File: src/rtl/sva_collect_pkg.sv
// Shared types for the SVA result collector: result kinds, record layout,
// verdict encoding, control FSM states and the verdict rule.
package sva_collect_pkg;

    typedef struct packed {
        logic lazy;
        logic fail;
        logic succ;
    } evt_kind_t;

    // Record layout at the default 32-bit timestamp width.
    localparam int REC_TS_W = 32;

    typedef struct packed {
        evt_kind_t             kind;
        logic [REC_TS_W-1:0]   stamp;
    } evt_rec_t;

    typedef enum logic [1:0] {
        V_NONE = 2'd0,
        V_PASS = 2'd1,
        V_FAIL = 2'd2
    } verdict_t;

    typedef enum logic [1:0] {
        ST_IDLE = 2'd0,
        ST_RUN  = 2'd1,
        ST_FAIL = 2'd2,
        ST_DONE = 2'd3
    } collect_fsm_t;

    // Any failure loses; otherwise the success quota decides.
    function automatic verdict_t judge(input logic any_fail, input logic succ_met);
        if (any_fail)
            judge = V_FAIL;
        else if (succ_met)
            judge = V_PASS;
        else
            judge = V_FAIL;
    endfunction

endpackage

File: src/rtl/sva_evt_fifo.sv
// DEPTH-entry record FIFO (kind + timestamp); accepts a push while full when
// the head is popped in the same cycle.
module sva_evt_fifo
    import sva_collect_pkg::*;
#(
    parameter int DEPTH = 8,
    parameter int TS_W  = 32
) (
    input  logic            gclk,
    input  logic            grst,
    input  logic            push,
    input  logic [2:0]      push_kind,
    input  logic [TS_W-1:0] push_time,
    input  logic            pop,
    output logic            full,
    output logic            empty,
    output logic [2:0]      head_kind,
    output logic [TS_W-1:0] head_time
);

    localparam int AW = $clog2(DEPTH);

    // Extra pointer bit distinguishes full from empty.
    logic [AW:0]     wr_ptr;
    logic [AW:0]     rd_ptr;
    logic [2:0]      kind_mem [DEPTH];
    logic [TS_W-1:0] time_mem [DEPTH];

    assign empty = (wr_ptr == rd_ptr);
    assign full  = (wr_ptr[AW] != rd_ptr[AW]) && (wr_ptr[AW-1:0] == rd_ptr[AW-1:0]);

    always_ff @(posedge gclk or posedge grst) begin
        if (grst) begin
            wr_ptr <= '0;
            rd_ptr <= '0;
        end else begin
            if (push)
                wr_ptr <= wr_ptr + (AW+1)'(1);
            if (pop)
                rd_ptr <= rd_ptr + (AW+1)'(1);
        end
    end

    always_ff @(posedge gclk) begin
        if (push) begin
            kind_mem[wr_ptr[AW-1:0]] <= push_kind;
            time_mem[wr_ptr[AW-1:0]] <= push_time;
        end
    end

    assign head_kind = kind_mem[rd_ptr[AW-1:0]];
    assign head_time = time_mem[rd_ptr[AW-1:0]];

endmodule

File: src/rtl/sva_result_collector.sv
// Timestamps, tallies and buffers SVA checker results and issues the verdict.
// Optional macro SVA_COLLECT_FIRST_FAIL_EN adds first-fail timestamp capture.
module sva_result_collector
    import sva_collect_pkg::*;
#(
    parameter int DEPTH      = 8,
    parameter int TS_W       = 32,
    parameter int CNT_W      = 16,
    parameter int FAIL_LIMIT = 1,
    parameter int MIN_SUCC   = 1
) (
    input  logic             gclk,
    input  logic             grst,
    input  logic             succ_i,
    input  logic             fail_i,
    input  logic             lazy_succ_i,
    input  logic             eot_i,
    output logic             rpt_valid_o,
    input  logic             rpt_ready_i,
    output logic [2:0]       rpt_kind_o,
    output logic [TS_W-1:0]  rpt_time_o,
    output logic [CNT_W-1:0] succ_cnt_o,
    output logic [CNT_W-1:0] fail_cnt_o,
    output logic [CNT_W-1:0] lazy_cnt_o,
    output logic             ovf_o,
    output logic             stop_req_o,
    output logic [1:0]       verdict_o,
    output logic             done_o
`ifdef SVA_COLLECT_FIRST_FAIL_EN
    ,
    output logic             first_fail_valid_o,
    output logic [TS_W-1:0]  first_fail_time_o
`endif
);

    localparam logic [CNT_W-1:0] CNT_MAX    = '1;
    localparam logic [CNT_W-1:0] FAIL_LIM_C = CNT_W'(FAIL_LIMIT);
    localparam logic [CNT_W-1:0] MIN_SUCC_C = CNT_W'(MIN_SUCC);

    collect_fsm_t     state;
    collect_fsm_t     state_nx;
    evt_kind_t        kind;
    logic [TS_W-1:0]  ts_q;
    logic [CNT_W-1:0] succ_q, fail_q, lazy_q;
    logic [CNT_W-1:0] succ_nx, fail_nx, lazy_nx;
    logic             active, evt, push, pop, full, empty, limit_hit;
    logic             ovf_q, stop_q;
    verdict_t         verdict_q;

    function automatic logic [CNT_W-1:0] sat_inc(input logic [CNT_W-1:0] c, input logic en);
        sat_inc = (en && (c != CNT_MAX)) ? c + CNT_W'(1) : c;
    endfunction

    assign kind      = {lazy_succ_i, fail_i, succ_i};
    assign active    = (state != ST_DONE);
    assign evt       = active && (|kind);
    assign pop       = !empty && rpt_ready_i;
    // A full FIFO still takes the record if the head leaves this cycle.
    assign push      = evt && (!full || pop);
    assign succ_nx   = sat_inc(succ_q, active && succ_i);
    assign fail_nx   = sat_inc(fail_q, active && fail_i);
    assign lazy_nx   = sat_inc(lazy_q, active && lazy_succ_i);
    assign limit_hit = (fail_nx >= FAIL_LIM_C);

    always_ff @(posedge gclk or posedge grst) begin
        if (grst)
            state <= ST_IDLE;
        else
            state <= state_nx;
    end

    // eot wins over every other transition; the eot cycle's event is still counted.
    always_comb begin
        state_nx = state;
        case (state)
            ST_IDLE: begin
                if (eot_i)
                    state_nx = ST_DONE;
                else if (evt)
                    state_nx = limit_hit ? ST_FAIL : ST_RUN;
            end
            ST_RUN: begin
                if (eot_i)
                    state_nx = ST_DONE;
                else if (limit_hit)
                    state_nx = ST_FAIL;
            end
            ST_FAIL: begin
                if (eot_i)
                    state_nx = ST_DONE;
            end
            default: state_nx = ST_DONE;
        endcase
    end

    always_ff @(posedge gclk or posedge grst) begin
        if (grst) begin
            ts_q      <= '0;
            succ_q    <= '0;
            fail_q    <= '0;
            lazy_q    <= '0;
            ovf_q     <= 1'b0;
            stop_q    <= 1'b0;
            verdict_q <= V_NONE;
        end else begin
            ts_q   <= ts_q + TS_W'(1);
            succ_q <= succ_nx;
            fail_q <= fail_nx;
            lazy_q <= lazy_nx;
            if (evt && !push)
                ovf_q <= 1'b1;
            if (active && limit_hit)
                stop_q <= 1'b1;
            if (active && (state_nx == ST_DONE))
                verdict_q <= judge(fail_nx != '0, succ_nx >= MIN_SUCC_C);
        end
    end

`ifdef SVA_COLLECT_FIRST_FAIL_EN
    logic            ff_valid_q;
    logic [TS_W-1:0] ff_time_q;

    // Captures dropped fail records too, since it looks at the raw flag.
    always_ff @(posedge gclk or posedge grst) begin
        if (grst) begin
            ff_valid_q <= 1'b0;
            ff_time_q  <= '0;
        end else if (active && fail_i && !ff_valid_q) begin
            ff_valid_q <= 1'b1;
            ff_time_q  <= ts_q;
        end
    end

    assign first_fail_valid_o = ff_valid_q;
    assign first_fail_time_o  = ff_time_q;
`else
    // First-fail capture is not built in this configuration.
`endif

    sva_evt_fifo #(
        .DEPTH (DEPTH),
        .TS_W  (TS_W)
    ) u_fifo (
        .gclk      (gclk),
        .grst      (grst),
        .push      (push),
        .push_kind (kind),
        .push_time (ts_q),
        .pop       (pop),
        .full      (full),
        .empty     (empty),
        .head_kind (rpt_kind_o),
        .head_time (rpt_time_o)
    );

    assign rpt_valid_o = !empty;
    assign succ_cnt_o  = succ_q;
    assign fail_cnt_o  = fail_q;
    assign lazy_cnt_o  = lazy_q;
    assign ovf_o       = ovf_q;
    assign stop_req_o  = stop_q;
    assign verdict_o   = verdict_q;
    assign done_o      = (state == ST_DONE);

endmodule

File: config.mk
export PLATFORM = sky130hd
export DESIGN_NAME = sva_result_collector
export DESIGN_NICKNAME = d
export VERILOG_FILES = /design/src/rtl/sva_collect_pkg.sv /design/src/rtl/sva_evt_fifo.sv /design/src/rtl/sva_result_collector.sv
export SDC_FILE = /design/constraint.sdc
export NUM_CORES = 1
export LEC_CHECK = 0
export CAP_MARGIN = 20
export CORE_ASPECT_RATIO = 0.75
export CORE_MARGIN = 1
export CORE_UTILIZATION = 40
export CTS_CLUSTER_DIAMETER = 120
export CTS_CLUSTER_SIZE = 12
export DETAILED_ROUTE_END_ITERATION = 7
export PLACE_DENSITY = 0.63
export SLEW_MARGIN = 10
export SYNTH_ARGS = -nofsm -noshare
export SYNTH_HDL_FRONTEND = slang
export SYNTH_SLANG_ARGS = --single-unit
File: constraint.sdc
create_clock -name gclk -period 13.3 [get_ports gclk]
set_input_delay 1.33 -clock gclk [delete_from_list [all_inputs] [get_ports gclk]]
set_output_delay 1.33 -clock gclk [all_outputs]
set_load 0.02 [all_outputs]
==> results.md <==
- The number of distinct standard cells referenced by the synthesized netlist is 63.
- Internal power comes to 0.00212 W.
- The proportion of power drawn by flip-flops and latches is 45.8%.
- The headroom to the max-slew limit is between 30% and 40%.
- Together, buffers and inverters on the worst path number 2.
- The number of CTS-inserted buffers is 37.
- The starting density of the core is 40.9%.
- Measured along the x axis, the die boundary spans roughly 230 um.
- The clock network accounts for 33.5% of the total power.
- The analysis attributes to cell leakage a power of 6.47 nW.
- The max-slew violation count is 0.
- The synthesized design contains 280 enable-type register cells.
- Clock-pin slew was measured on the worst setup and hold paths at 0.06 ns.
- The min-delay analysis places its worst path in the category reg2reg.
- The critical path data arrival time is 3.65 ns.
- The average size of a mapped cell is 17.3 um2.
- The clock net in this run drives a total of approximately 370 sinks.
- Cells fill around half of the core in the end.
- For this design, the CTS-stage hold fixing added 0 buffers.
- Counting flops and latches in the post-synthesis netlist gives 374.
- Of all nets on the critical path, the largest fanout is 49.
- The clock tree skew after final layout is 0.0214 ns.
- The worst setup path is captured at a primary output.
- The routed via count divided by cell count is around 5.3.
- The critical path goes through buf_4, mux4_2, mux2_2, clkdlybuf4s50_1.
- Synthesis produced a netlist with a net count of 895.
- The maximum clock frequency is 201 MHz.
- The part of the Yosys area used for sequential elements is roughly 70%.
- The commonest register cell after synthesis is sky130_fd_sc_hd__edfxtp_1.
- The startpoint type of the worst setup path is a flip-flop.
- The critical path is of the reg2out type.
- The DRC violation count after routing is 0.
- The area of the core is roughly 37000 um2.
- The final layout contains 1013 nets.
- After detailed routing, the average wire length per cell comes to 20.0 um.
- In this run switching power makes up around a quarter of total power.
- The count of instances resized after the clock tree is built is 0.
- Of the available clock period, the critical path in the final layout requires ~37%.
- The net switching component of the power is between 0.0007 and 0.0008 W.
- The final estimated routing congestion in global placement is 0.881.
- The share of post-route cells with drive strength above 1 is 19.5%.
- The synthesized instance count is 882.
- The flow ran to the end, and the final reports show no timing, DRC or antenna violations.
- Setup total negative slack on the finished layout was measured at 0 ns.
- The H-tree was split into 2 levels.
- The count of antenna diodes in the layout is 0.
- The initialized floorplan defines 61 standard-cell rows.
- The total power per unit cell area is 160 nW/um2.
- Before antenna repair, the detailed router went through 5 iterations.
- Combinational cells account for 20.7% of the total power.
- The number of hold-slack violations in the final timing report came to 0.
- On the final layout, the worst hold slack is 0.483 ns.
- Buffers placed on the I/O ports in this run total 95.
- The root buffer cell chosen for the clock tree is sky130_fd_sc_hd__clkbuf_16.
- Relative to the synthesized area, the layout overhead comes to 17.9%.
- Summed over all layers, the routed wires come to around 31 mm.
- The synthesized netlist occupies a cell area of 15300 um2.
- The clock latency on the worst-skew pair is between 0.5 and 0.6 ns.
- For this run, asynchronously set or reset flops after synthesis account for 25.1%.
- The first global-routing pass estimated 48.0 mm of wire.
- The via count is 8099.
- The setup-violating endpoint count in the final report is 0.
- The slew at the pin closest to its max-slew limit is about 0.99 ns.
- The total overflow reported by the global router is 0.
- The detail route stage leaves a number of antenna-violating nets equal to 0.
- TritonCTS built the clock tree.
- Entering global routing, the biggest net connects 74 pins.
- No sink is reached through more buffers than the 3 on the longest clock path.
- The global-route usage over all layers is between 15 and 20%.
- The final critical delay including setup and external delays is roughly 5.0 ns.
- On the worst path, the slowest cell contributes a delay of 0.85 ns.
- After the first detailed-routing iteration, the DRC count stood at 548.
- The floorplan step defined a die boundary enclosing 39000 um2.
- For this design the top-level I/O count stands at between 90 and 100.
- The number of antenna violations at the first check in global routing came to 0.
- The tool flagged a number of max-cap violations equal to 0.
- Setup repair after global routing left no endpoint under its margin.
- The die is 171 um tall.
- The cell class contributing the biggest share of worst-path delay is buffers and inverters.
- The HPWL after detailed placement is around 18 mm.
- Yosys printed 0 warnings.
- The largest individual stage delay along the critical path comes from the cell sky130_fd_sc_hd__buf_4.
- Buffers added to address setup during post-CTS repair amount to 0.
- The peak supply drop is 95.7 uV.
- The via count of the first global-routing pass is 8222.
- At the worst endpoint, the required time is 11.97 ns.
## layer usage
| layer | share of wire (%) | GRT usage [%] |
|---|---|---|
| met1 | 48 | 23.9 |
| met5 | 0 | 0 |
| met3 | 4.6 | 3.11 |
| met2 | 45 | 24.7 |
| met4 | 2.1 | 4.55 |
## cells by family after synthesis
kind of cell	count (synthesis)	synth area share [%]
flops	374	70.4
simple gates	218	7.45
mux	116	13.7
xor+xnor	75	4.30
compound gates	49	2.48
buf+inv	44	1.17
fa+ha+maj	6	0.491
## worst reg2reg max path, cell delays in order (launching register included)
cell                      delay [ns]
sky130_fd_sc_hd__dfrtp_2        0.80
sky130_fd_sc_hd__xnor2_1        0.18
sky130_fd_sc_hd__nand3_1        0.13
sky130_fd_sc_hd__nor3_1         0.08
sky130_fd_sc_hd__or3_1          0.49
sky130_fd_sc_hd__nor3_2         0.61
sky130_fd_sc_hd__buf_4          0.58
## power groups by stage
| stage | registers, W | clock network [W] | logic (W) |
|---|---|---|---|
| 2_1_floorplan | 0.00130 | 0 | 0.000438 |
| 3_3_place_gp | 0.00135 | 0 | 0.000608 |
| 3_5_place_dp | 0.00135 | 0 | 0.000608 |
| 6_report | 0.00132 | 0.000966 | 0.000598 |
| 4_1_cts | 0.00132 | 0.000993 | 0.000613 |
| 5_1_grt | 0.00133 | 0.00103 | 0.000641 |
## per-stage QoR
stage          std cells  area (um2)  setup WS [ns]  total power (W)
2_1_floorplan        882       15300           8.54          0.00173
3_3_place_gp        1464       16900           8.78          0.00195
3_5_place_dp        1464       16900           8.76          0.00195
4_1_cts             1529       18000           8.16          0.00293
5_1_grt             1530       18000           8.04          0.00300
6_report            1530       18000           8.32          0.00288
## cell type report
class / count / area [um2]
Clock buffer: 63 / 1070
Clock inverter: 2 / 20.0
Fill cell: 3126 / 19300
Inverter: 14 / 55.1
Multi-Input combinational cell: 464 / 4400
Sequential cell: 374 / 10800
Tap cell: 504 / 631
Timing Repair Buffer: 109 / 1080
## cells in the mapped netlist (4+ instances only)
cell type                  count  area share [%]
sky130_fd_sc_hd__and4_1        4            0.23
sky130_fd_sc_hd__dfrtp_1      94              15
sky130_fd_sc_hd__nand2_1      46             1.1
sky130_fd_sc_hd__and3_1       17            0.70
sky130_fd_sc_hd__mux2_2       43             3.2
sky130_fd_sc_hd__a21oi_1      10            0.33
sky130_fd_sc_hd__o31ai_1       5            0.25
sky130_fd_sc_hd__nand4_1      17            0.70
sky130_fd_sc_hd__mux4_2       70              10
sky130_fd_sc_hd__clkbuf_2      4            0.13
sky130_fd_sc_hd__nor4_1        7            0.29
sky130_fd_sc_hd__xor2_1       26             1.5
sky130_fd_sc_hd__xnor2_1      49             2.8
sky130_fd_sc_hd__nor3_1       16            0.52
sky130_fd_sc_hd__a21boi_0      4            0.20
sky130_fd_sc_hd__or3_1         5            0.20
sky130_fd_sc_hd__nand2b_1      4            0.16
sky130_fd_sc_hd__edfxtp_1    280              55
sky130_fd_sc_hd__inv_1        14            0.34
sky130_fd_sc_hd__ha_1          6            0.49
sky130_fd_sc_hd__nor2_1       43             1.1
sky130_fd_sc_hd__nand3_1      32             1.0
sky130_fd_sc_hd__clkbuf_1     14            0.34
sky130_fd_sc_hd__buf_1        10            0.25
sky130_fd_sc_hd__and2_1        6            0.25
## layout by cell type (no fill, tap or decap), drive strengths merged, types with 10 or more instances in the layout
cell type / n
buf: 14
nor2: 43
dfrtp: 94
clkbuf: 63
a21oi: 10
nand3: 32
mux2: 43
edfxtp: 280
nand2: 46
nor3: 16
clkdlybuf4s50: 95
nand4: 17
xnor2: 49
inv: 16
mux4: 70
and3: 19
xor2: 26
## state kept, by name (all words and copies together) (netlist names)
name / cells
state: 2
u_fifo.rd_ptr: 4
u_fifo.wr_ptr: 4
ts_q: 32
lazy_cnt_o: 16
stop_req_o: 1
verdict_o: 2
u_fifo.kind_mem: 24
succ_cnt_o: 16
u_fifo.time_mem: 256
fail_cnt_o: 16
ovf_o: 1
## path summary, 6_finish.rpt
kind,end,slack (ns),from,cells past startpoint
min in group asynchronous,lazy_cnt_o[7],1.10,grst,2
hold reg to reg,ovf_o,0.48,ovf_o,2
setup / recovery,rpt_time_o[29],8.32,u_fifo.rd_ptr[0],4
max in group asynchronous,u_fifo.rd_ptr[1],11.15,grst,4
setup reg to reg,u_fifo.time_mem[0][25],10.07,u_fifo.rd_ptr[1],6
hold / removal,ovf_o,0.48,ovf_o,2
Power figures use the tool's default switching activity.
